[src/rtl/addsub_pkg.sv]
// Shared types and op encoding for the pipelined add/subtract unit.
package addsub_pkg;

   typedef logic [1:0] addsub_op_t;

   localparam addsub_op_t OP_ADD     = 2'b00;
   localparam addsub_op_t OP_SUB     = 2'b01;
   localparam addsub_op_t OP_ACC_ADD = 2'b10;
   localparam addsub_op_t OP_ACC_SUB = 2'b11;

   // Flag half of a result; the sum half is sized by WIDTH where the struct is built.
   typedef struct packed {
      logic co;
      logic ovf;
   } addsub_flags_t;

   function automatic logic op_is_acc(input addsub_op_t op);
      return op[1];
   endfunction

   function automatic logic op_is_sub(input addsub_op_t op);
      return op[0];
   endfunction

endpackage

[src/rtl/addsub_core.sv]
// Combinational WIDTH-bit add/subtract with carry/borrow, signed overflow and
// optional unsigned saturation.
module addsub_core #(
   parameter int WIDTH = 8,
   parameter bit SAT   = 1'b0
) (
   input  logic [WIDTH-1:0] x,
   input  logic [WIDTH-1:0] b,
   input  logic             ci,
   input  logic             sub,
   output logic [WIDTH-1:0] sum,
   output logic             co,
   output logic             ovf
);

   logic [WIDTH:0]   full;
   logic [WIDTH-1:0] raw;

   always_comb begin
      // In subtract mode a negative WIDTH+1 bit difference sets the top bit, which is the borrow.
      if (sub) full = {1'b0, x} - {1'b0, b} - {{WIDTH{1'b0}}, ci};
      else     full = {1'b0, x} + {1'b0, b} + {{WIDTH{1'b0}}, ci};
      raw = full[WIDTH-1:0];
      co  = full[WIDTH];
      ovf = ((x[WIDTH-1] ^ b[WIDTH-1]) == sub) && (raw[WIDTH-1] != x[WIDTH-1]);
      sum = raw;
      if (SAT && co) sum = sub ? '0 : '1;
   end

endmodule

[src/rtl/dw_addsub_pipe.sv]
// Streamed add/sub unit: stage-1 compute, STAGES-1 delay stages, running
// accumulator and a global-stall valid/ready pipeline.
module dw_addsub_pipe
   import addsub_pkg::*;
#(
   parameter int WIDTH  = 8,
   parameter int STAGES = 2,
   parameter bit SAT    = 1'b0
) (
   input  logic             clk,
   input  logic             rst,
   input  logic             in_valid,
   output logic             in_ready,
   input  logic [1:0]       op,
   input  logic [WIDTH-1:0] a,
   input  logic [WIDTH-1:0] b,
   input  logic             ci,
   input  logic             acc_clr,
   output logic             out_valid,
   input  logic             out_ready,
   output logic [WIDTH-1:0] sum,
   output logic             co,
   output logic             ovf
);

   typedef struct packed {
      logic [WIDTH-1:0] sum;
      addsub_flags_t    flg;
   } res_t;

   logic             advance;
   logic             accept;
   logic [WIDTH-1:0] x;
   logic [WIDTH-1:0] core_sum;
   logic             core_co;
   logic             core_ovf;
   logic [WIDTH-1:0] acc_q, acc_d;
   res_t [STAGES:1]  res_q, res_d;
   logic [STAGES:1]  vld_q, vld_d;
   logic [STAGES:0]  vld_pipe;

   // Bit 0 is the acceptance strobe; bit STAGES is the output valid.
   assign vld_pipe  = {vld_q, accept};
   assign out_valid = vld_pipe[STAGES];
   assign advance   = !vld_pipe[STAGES] || out_ready;
   assign in_ready  = advance;
   assign accept    = in_valid && advance;

   assign sum = res_q[STAGES].sum;
   assign co  = res_q[STAGES].flg.co;
   assign ovf = res_q[STAGES].flg.ovf;

   always_comb begin
      x = a;
      if (op_is_acc(op)) x = acc_clr ? '0 : acc_q;
   end

   addsub_core #(.WIDTH(WIDTH), .SAT(SAT)) u_core (
      .x   (x),
      .b   (b),
      .ci  (ci),
      .sub (op_is_sub(op)),
      .sum (core_sum),
      .co  (core_co),
      .ovf (core_ovf)
   );

   always_comb begin
      acc_d = acc_q;
      // Updating at acceptance lets back-to-back ACC ops chain without waiting for the pipe.
      if (accept) begin
         if (op_is_acc(op)) acc_d = core_sum;
         else if (acc_clr)  acc_d = '0;
      end

      res_d = res_q;
      vld_d = vld_q;
      if (advance) begin
         res_d[1] = {core_sum, core_co, core_ovf};
         vld_d[1] = accept;
         for (int i = 2; i <= STAGES; i++) begin
            res_d[i] = res_q[i-1];
            vld_d[i] = vld_pipe[i-1];
         end
      end
   end

   always_ff @(posedge clk) begin
      if (rst) begin
         acc_q <= '0;
         res_q <= '0;
         vld_q <= '0;
      end else begin
         acc_q <= acc_d;
         res_q <= res_d;
         vld_q <= vld_d;
      end
   end

endmodule

[config.mk]
export PLATFORM = sky130hd
export DESIGN_NAME = dw_addsub_pipe
export DESIGN_NICKNAME = d
export VERILOG_FILES = /design/src/rtl/addsub_pkg.sv /design/src/rtl/addsub_core.sv /design/src/rtl/dw_addsub_pipe.sv
export SDC_FILE = /design/constraint.sdc
export NUM_CORES = 1
export LEC_CHECK = 0
export ABC_AREA = 0
export BUFFER_PORTS_ARGS = -buffer_cell sky130_fd_sc_hd__clkbuf_2
export CAP_MARGIN = 20
export CORE_MARGIN = 3
export CORE_UTILIZATION = 57
export CTS_CLUSTER_DIAMETER = 100
export DETAILED_ROUTE_END_ITERATION = 8
export PLACE_DENSITY = 0.77
export SYNTH_ARGS = -nofsm -noshare
export SYNTH_HDL_FRONTEND = slang
export SYNTH_HIERARCHICAL = 1
export SYNTH_SLANG_ARGS = --single-unit
[constraint.sdc]
create_clock -name clk -period 3.7 [get_ports clk]
set_input_delay 0.74 -clock clk [delete_from_list [all_inputs] [get_ports clk]]
set_output_delay 0.74 -clock clk [all_outputs]
set_load 0.005 [all_outputs]
==> results of run 1 <==
cell usage in the layout, fill, tap and decap left out, types with 2 or more instances in the layout:
master    count
ha_1         21
o21ai_0      15
nand2_1      49
o31ai_1       2
clkbuf_2     35
xor2_1        4
nor2_1       12
nand3b_1      8
xnor2_1       7
inv_1        37
buf_4         4
mux2_2        2
dfxtp_1      30
nor2b_1       2
mux2i_1       2
nand3_1       2
a22o_2        7
nor3_1        4
fa_1          4
o211ai_1      2
clkbuf_8      6
a21oi_1      26
power breakdown:
group	switching (mW)	internal (mW)
clock network	0.114	0.150
registers	0.0179	0.359
logic	0.177	0.142
sequential cells by signal, indices dropped and copies added (netlist names):
signal,flops
acc_q,8
co,1
ovf,1
res_q,10
sum,8
vld_q,2
logic make-up after synthesis:
logic type / count (synthesis)
muxes: 4
AOI/OAI and AO/OA: 67
buffers and inverters: 57
DFF: 30
adders and majority gates: 25
xor gates and xnor gates: 11
and+or+nand+nor: 88
cells in the mapped netlist, types with 2 or more instances:
| library cell | count |
|---|---|
| nor2b_1 | 2 |
| o21ai_0 | 15 |
| xor2_1 | 4 |
| a21oi_1 | 26 |
| o31ai_1 | 2 |
| mux2_2 | 2 |
| inv_1 | 37 |
| nand2_1 | 49 |
| mux2i_1 | 2 |
| nand3b_1 | 8 |
| fa_1 | 4 |
| nand3_1 | 2 |
| nor3_1 | 4 |
| a22o_2 | 7 |
| ha_1 | 21 |
| clkbuf_1 | 4 |
| o211ai_1 | 2 |
| xnor2_1 | 7 |
| nor2_1 | 12 |
| buf_4 | 8 |
| dfxtp_1 | 30 |
| buf_2 | 4 |
| buf_1 | 2 |
final cells by class:
type	instances	area (um^2)	share of cell area, %
flip-flops and latches	30	601	24.3
inverters	38	143	5.77
well taps	48	60.1	2.43
repair buffers	39	205	8.30
clock inverters	1	5.00	0.202
clock buffers	7	86.3	3.49
multi-input cells	195	1370	55.5
through the flow:
step	hold WS (ns)	util (%)	std cells
after floorplan	0.431	-	282
after global placement	0.439	64.1	350
after detailed placement	0.446	64.1	350
after CTS	0.454	66.5	358
after global routing	0.464	66.5	358
final	0.450	66.5	358
critical path, delay by kind of cell:
| family | cells | cell delay [ns] |
|---|---|---|
| and+or+nand+nor | 2 | 0.58 |
| buffers and inverters | 3 | 0.39 |
| AOI/OAI and AO/OA | 5 | 1.17 |
| adders and majority gates | 2 | 0.70 |
path summary, 6_finish.rpt:
path              startpoint  endpoint  slack, ns  depth (start not counted)
setup / recovery       op[1]  res_q[0]       0.33                         12
hold / removal           ovf       ovf       0.45                          2
setup reg to reg    acc_q[0]  res_q[1]       0.77                         12
hold reg to reg          ovf       ovf       0.45                          2
layer usage:
layer / global-route usage (%) / routed length, um / vias up / share of wire, %
met5: 0 / 0 / - / 0
met4: 3.72 / 36 / 0 / 0.79
met3: 5.35 / 255 / 6 / 5.6
met2: 34.3 / 2140 / 56 / 47
met1: 26.9 / 2160 / 892 / 47
li1: - / - / 989 / -
==> impl_metrics.yaml, run 1 <==
run_status:
  outcome: "complete, no violations"
worst_setup_path:
  end_kind: "register"
  crit_slowest_cell: "or4_4"
  required_ns: 3.90
  cp.arrival_ns: 3.57
  critical_path_class: "input pin to register"
  cp-start-kind: "input pin"
  max_stage_delay_ns: 0.52
  cp_max_fo: 18
  crit_chain: "clkbuf_2, o21ai_0, inv_1, ha_1, inv_1, ha_1, a21o_2, or4_4, a211o_1, a22oi_2, nand2_1, a21oi_1"
clock_tree:
  clock_sinks: 30
  numCtsBuffers: 5
  cts_max_level: 2
  clk_pin_slew_worst_paths_ns: 0.06
  cts_resized: 0
  cts_hold_buf: 0
  postCtsSetupBuffers: 0
  clk_latency_ns: 0.27
  cts_tree: "done"
  cts_buffer_depth: 2
  root_buffer: "clkbuf_8"
timing:
  hold_viol_final: 0
  post-route-min-period_ns: 3.37
  fin_crit_sh_pct: 91.1
  final.setup_skew_ns: 0.00158
  maxSlewHeadroom_pct: 66.4
  drv_slew: 0
  clock.fmax_mhz: 297
  setup_tns_ns: 0
  worstMarginPinSlew_ns: 0.503
  setup_ws_ns: 0.330
  rsz0062_at_grt: "no"
  finalSetupViolations: 0
finish:
  area_growth_pct: 10.9
  antenna_cells: 0
  stdcell_area_um2: 2470
  fill_cells: 354
  nets: 358
  drive_gt1_share_pct: 21.6
route:
  vias: 1943
  routed_wl_mm: 4.58
  wl_per_cell_um: 12.8
  drc: 0
  dr.pass1.iters: 4
  via_per_inst: 5.43
  drtAntennaViolNets: 0
  drtIter0Drc: 111
global_routing:
  antenna_found_initial: 0
  gr-total-overflow: 0
  grt_pass1_vias: 1697
  grt_pass1_wl_mm: 7.42
  grt_max_degree: 25
  grt.total_usage_pct: 20.6
synth:
  yosysWarnings: 6
  synth-edff-count: 0
  synth-simple-area-share_pct: 19.1
  synth_top_area_share_pct: 26.9
  synth_seq_cells: 30
  synth_seq_area_share_pct: 26.9
  syn_inst: 282
  synthAdderAreaFrac_pct: 15.4
  yosys-mux-area-fraction_pct: 1.91
  yosys.area_share.xor_xnor_pct: 4.32
  synth_area_per_cell_um2: 7.91
  synthFlopType: "dfxtp_1"
  syn-cell-area_um2: 2230
  synth_top_family_by_area: "compound AO/OA/AOI/OAI gates"
  yosys.area.top_type: "dfxtp_1"
  synth-compound-area-share_pct: 20.8
  synth.distinct_cells: 51
  synth_area_leaders: "dfxtp_1 27%, ha_1 12%, nand2_1 8.2%"
  async_flop_share_pct: 0
  synth_fp_nets: 331
die:
  start_util_pct: 60.0
  fp.dieH_um: 68.5
  pin_count: 36
  fp.dieArea_um2: 4700
  die_x_um: 68.5
  core-area_um2: 3720
  placementRows: 22
placement:
  place_area_um2: 2380
  gp_congestion: 0.877
  dp_hpwl_mm: 3.52
  port_buffers: 35
  preCtsSetupSlack_ns: 0.0723
hold_path:
  hp-class: "register to register"
pwr:
  power.total_uw: 959
  ir_drop_mv: 0.203
  p_leak_nw: 1.17
  power_density_nw_per_um2: 388
flow_run:
  maxCapViolCount: 0
Power figures use the tool's default switching activity.
==> inputs of run 2 (changes only) <==
PLACE_DENSITY = 0.8   (was 0.77)
==> run 2 against run 1 <==
Compared with the run above: cell count unchanged; count of clock-buffer cells in the layout did not move; highest routed layer unchanged; sequential share of layout area unchanged; wire length decreased by 1.2%; final area unchanged; via count down 1.7%.
==> impl_metrics.yaml, run 2 (same netlist as run 1, synthesis figures left out) <==
placement:
  post-place-cells: 350
  port_buffers: 35
  gp_congestion: 0.876
  preCtsSetupSlack_ns: 0.0325
  dp_hpwl_mm: 3.49
worst_setup_path:
  critical_path_class: "input pin to register"
  worstSetupStartpoint: "op[1]"
  worstReg2RegStart: "acc_q[6]"
  rrSetupSlack_ns: 0.75
  cp-start-kind: "input pin"
  crit_end: "res_q[0]"
  r2r_end: "res_q[0]"
  cp_max_fo: 18
  required_ns: 3.91
  cp.arrival_ns: 3.60
  end_kind: "register"
  r2r_cells: 12
global_routing:
  antenna_found_initial: 0
  grt.total_usage_pct: 20.6
  grt_max_degree: 25
  grt_pass1_vias: 1643
  grt_pass1_wl_mm: 7.27
  gr-total-overflow: 0
timing:
  setup_ws_ns: 0.301
  drv_slew: 0
  worstMarginPinSlew_ns: 0.502
  final.setup_skew_ns: 0.00158
  fin_crit_sh_pct: 91.9
  finalSetupViolations: 0
  rsz0062_at_grt: "no"
  maxSlewHeadroom_pct: 66.5
  hold_viol_final: 0
  setup_tns_ns: 0
  clock.fmax_mhz: 294
  post-route-min-period_ns: 3.40
clock_tree:
  cts_max_level: 2
  root_buffer: "clkbuf_8"
  clk_pin_slew_worst_paths_ns: 0.06
  cts_buffer_depth: 2
  postCtsSetupBuffers: 0
  clock_sinks: 30
  cts_resized: 0
  numCtsBuffers: 5
  clk_latency_ns: 0.28
  cts_hold_buf: 0
  cts_tree: "done"
die:
  start_util_pct: 60.0
  core-area_um2: 3720
  pin_count: 36
  fp.dieArea_um2: 4700
  placementRows: 22
  die_x_um: 68.5
  fp.dieH_um: 68.5
pwr:
  power_density_nw_per_um2: 390
  ir_drop_mv: 0.217
  p_leak_nw: 1.17
route:
  drc: 0
  via_per_inst: 5.33
  wl_per_cell_um: 12.6
  drtAntennaViolNets: 0
  drtIter0Drc: 113
  vias: 1909
  routed_wl_mm: 4.53
  dr.pass1.iters: 4
finish:
  nets: 358
  final_common_cell: "nand2_1"
  final_cell_mix: "49 x nand2_1, 37 x inv_1, 35 x clkbuf_2, 30 x dfxtp_1, 26 x a21oi_1"
  regMostFlops: "res_q"
  drive_gt1_share_pct: 21.6
  finalNonFillerCells: 358
  largest_reg_flops: 10
  fill_cells: 333
  area_growth_pct: 10.9
  antenna_cells: 0
hold_path:
  hp-class: "register to register"
flow_run:
  maxCapViolCount: 0
run_status:
  outcome: "complete, no violations"
==> run 2: cell counts in the layout (fill, tap and decap cells not counted) <==
Identical to the previous run, type by type.
==> run 2: area by class of cell <==
class / instances / area (um^2) / share of cell area [%]
clock buffer: 7 / 86.3 / 3.49
clock inverter: 1 / 5.00 / 0.202
inverter: 38 / 143 / 5.77
multi-input combinational: 195 / 1370 / 55.5
sequential: 30 / 601 / 24.3
tap: 48 / 60.1 / 2.43
timing repair buffer: 39 / 205 / 8.30
==> run 2: worst min path at each step <==
stage	startpoint	to	slack, ns	cells past startpoint
floorplan	res_q[1]	co	0.43	2
global placement	sum[7]	sum[7]	0.44	2
detailed placement	co	co	0.44	2
CTS	co	co	0.45	2
global route	vld_q[1]	vld_q[1]	0.47	2
finish	sum[2]	sum[2]	0.45	2
==> run 2: where the power goes <==
| part | switching, mW | internal [mW] | total, mW |
|---|---|---|---|
| sequential | 0.0172 | 0.359 | 0.376 |
| clock | 0.120 | 0.150 | 0.270 |
| combinational | 0.177 | 0.143 | 0.319 |
| total | 0.314 | 0.651 | 0.965 |
==> run 2: metrics by stage <==
step	area, um^2	total power, mW	hold WS, ns	util [%]
floorplan	2230	0.628	0.431	-
detailed placement	2380	0.699	0.444	64.1
finish	2470	0.965	0.448	66.5
CTS	2470	0.968	0.452	66.5
global route	2470	1.03	0.472	66.5
global placement	2380	0.692	0.439	64.1
==> run 2: routing by layer <==
layer | track usage [%] | share of wire, % | up-vias
li1 | - | - | 990
met5 | 0 | 0 | -
met3 | 6.65 | 4.2 | 8
met2 | 31.5 | 46 | 44
met1 | 28.1 | 48 | 867
met4 | 4.71 | 1.3 | 0
==> run 2: critical path: stages <==
cell and delay [ns]:
clkbuf_2 0.21, o21ai_0 0.33, inv_1 0.08, ha_1 0.36, inv_1 0.09, ha_1 0.36, a21o_2 0.24, or4_4 0.52
a211o_1 0.32, a22oi_2 0.12, nand2_1 0.07, a21oi_1 0.15
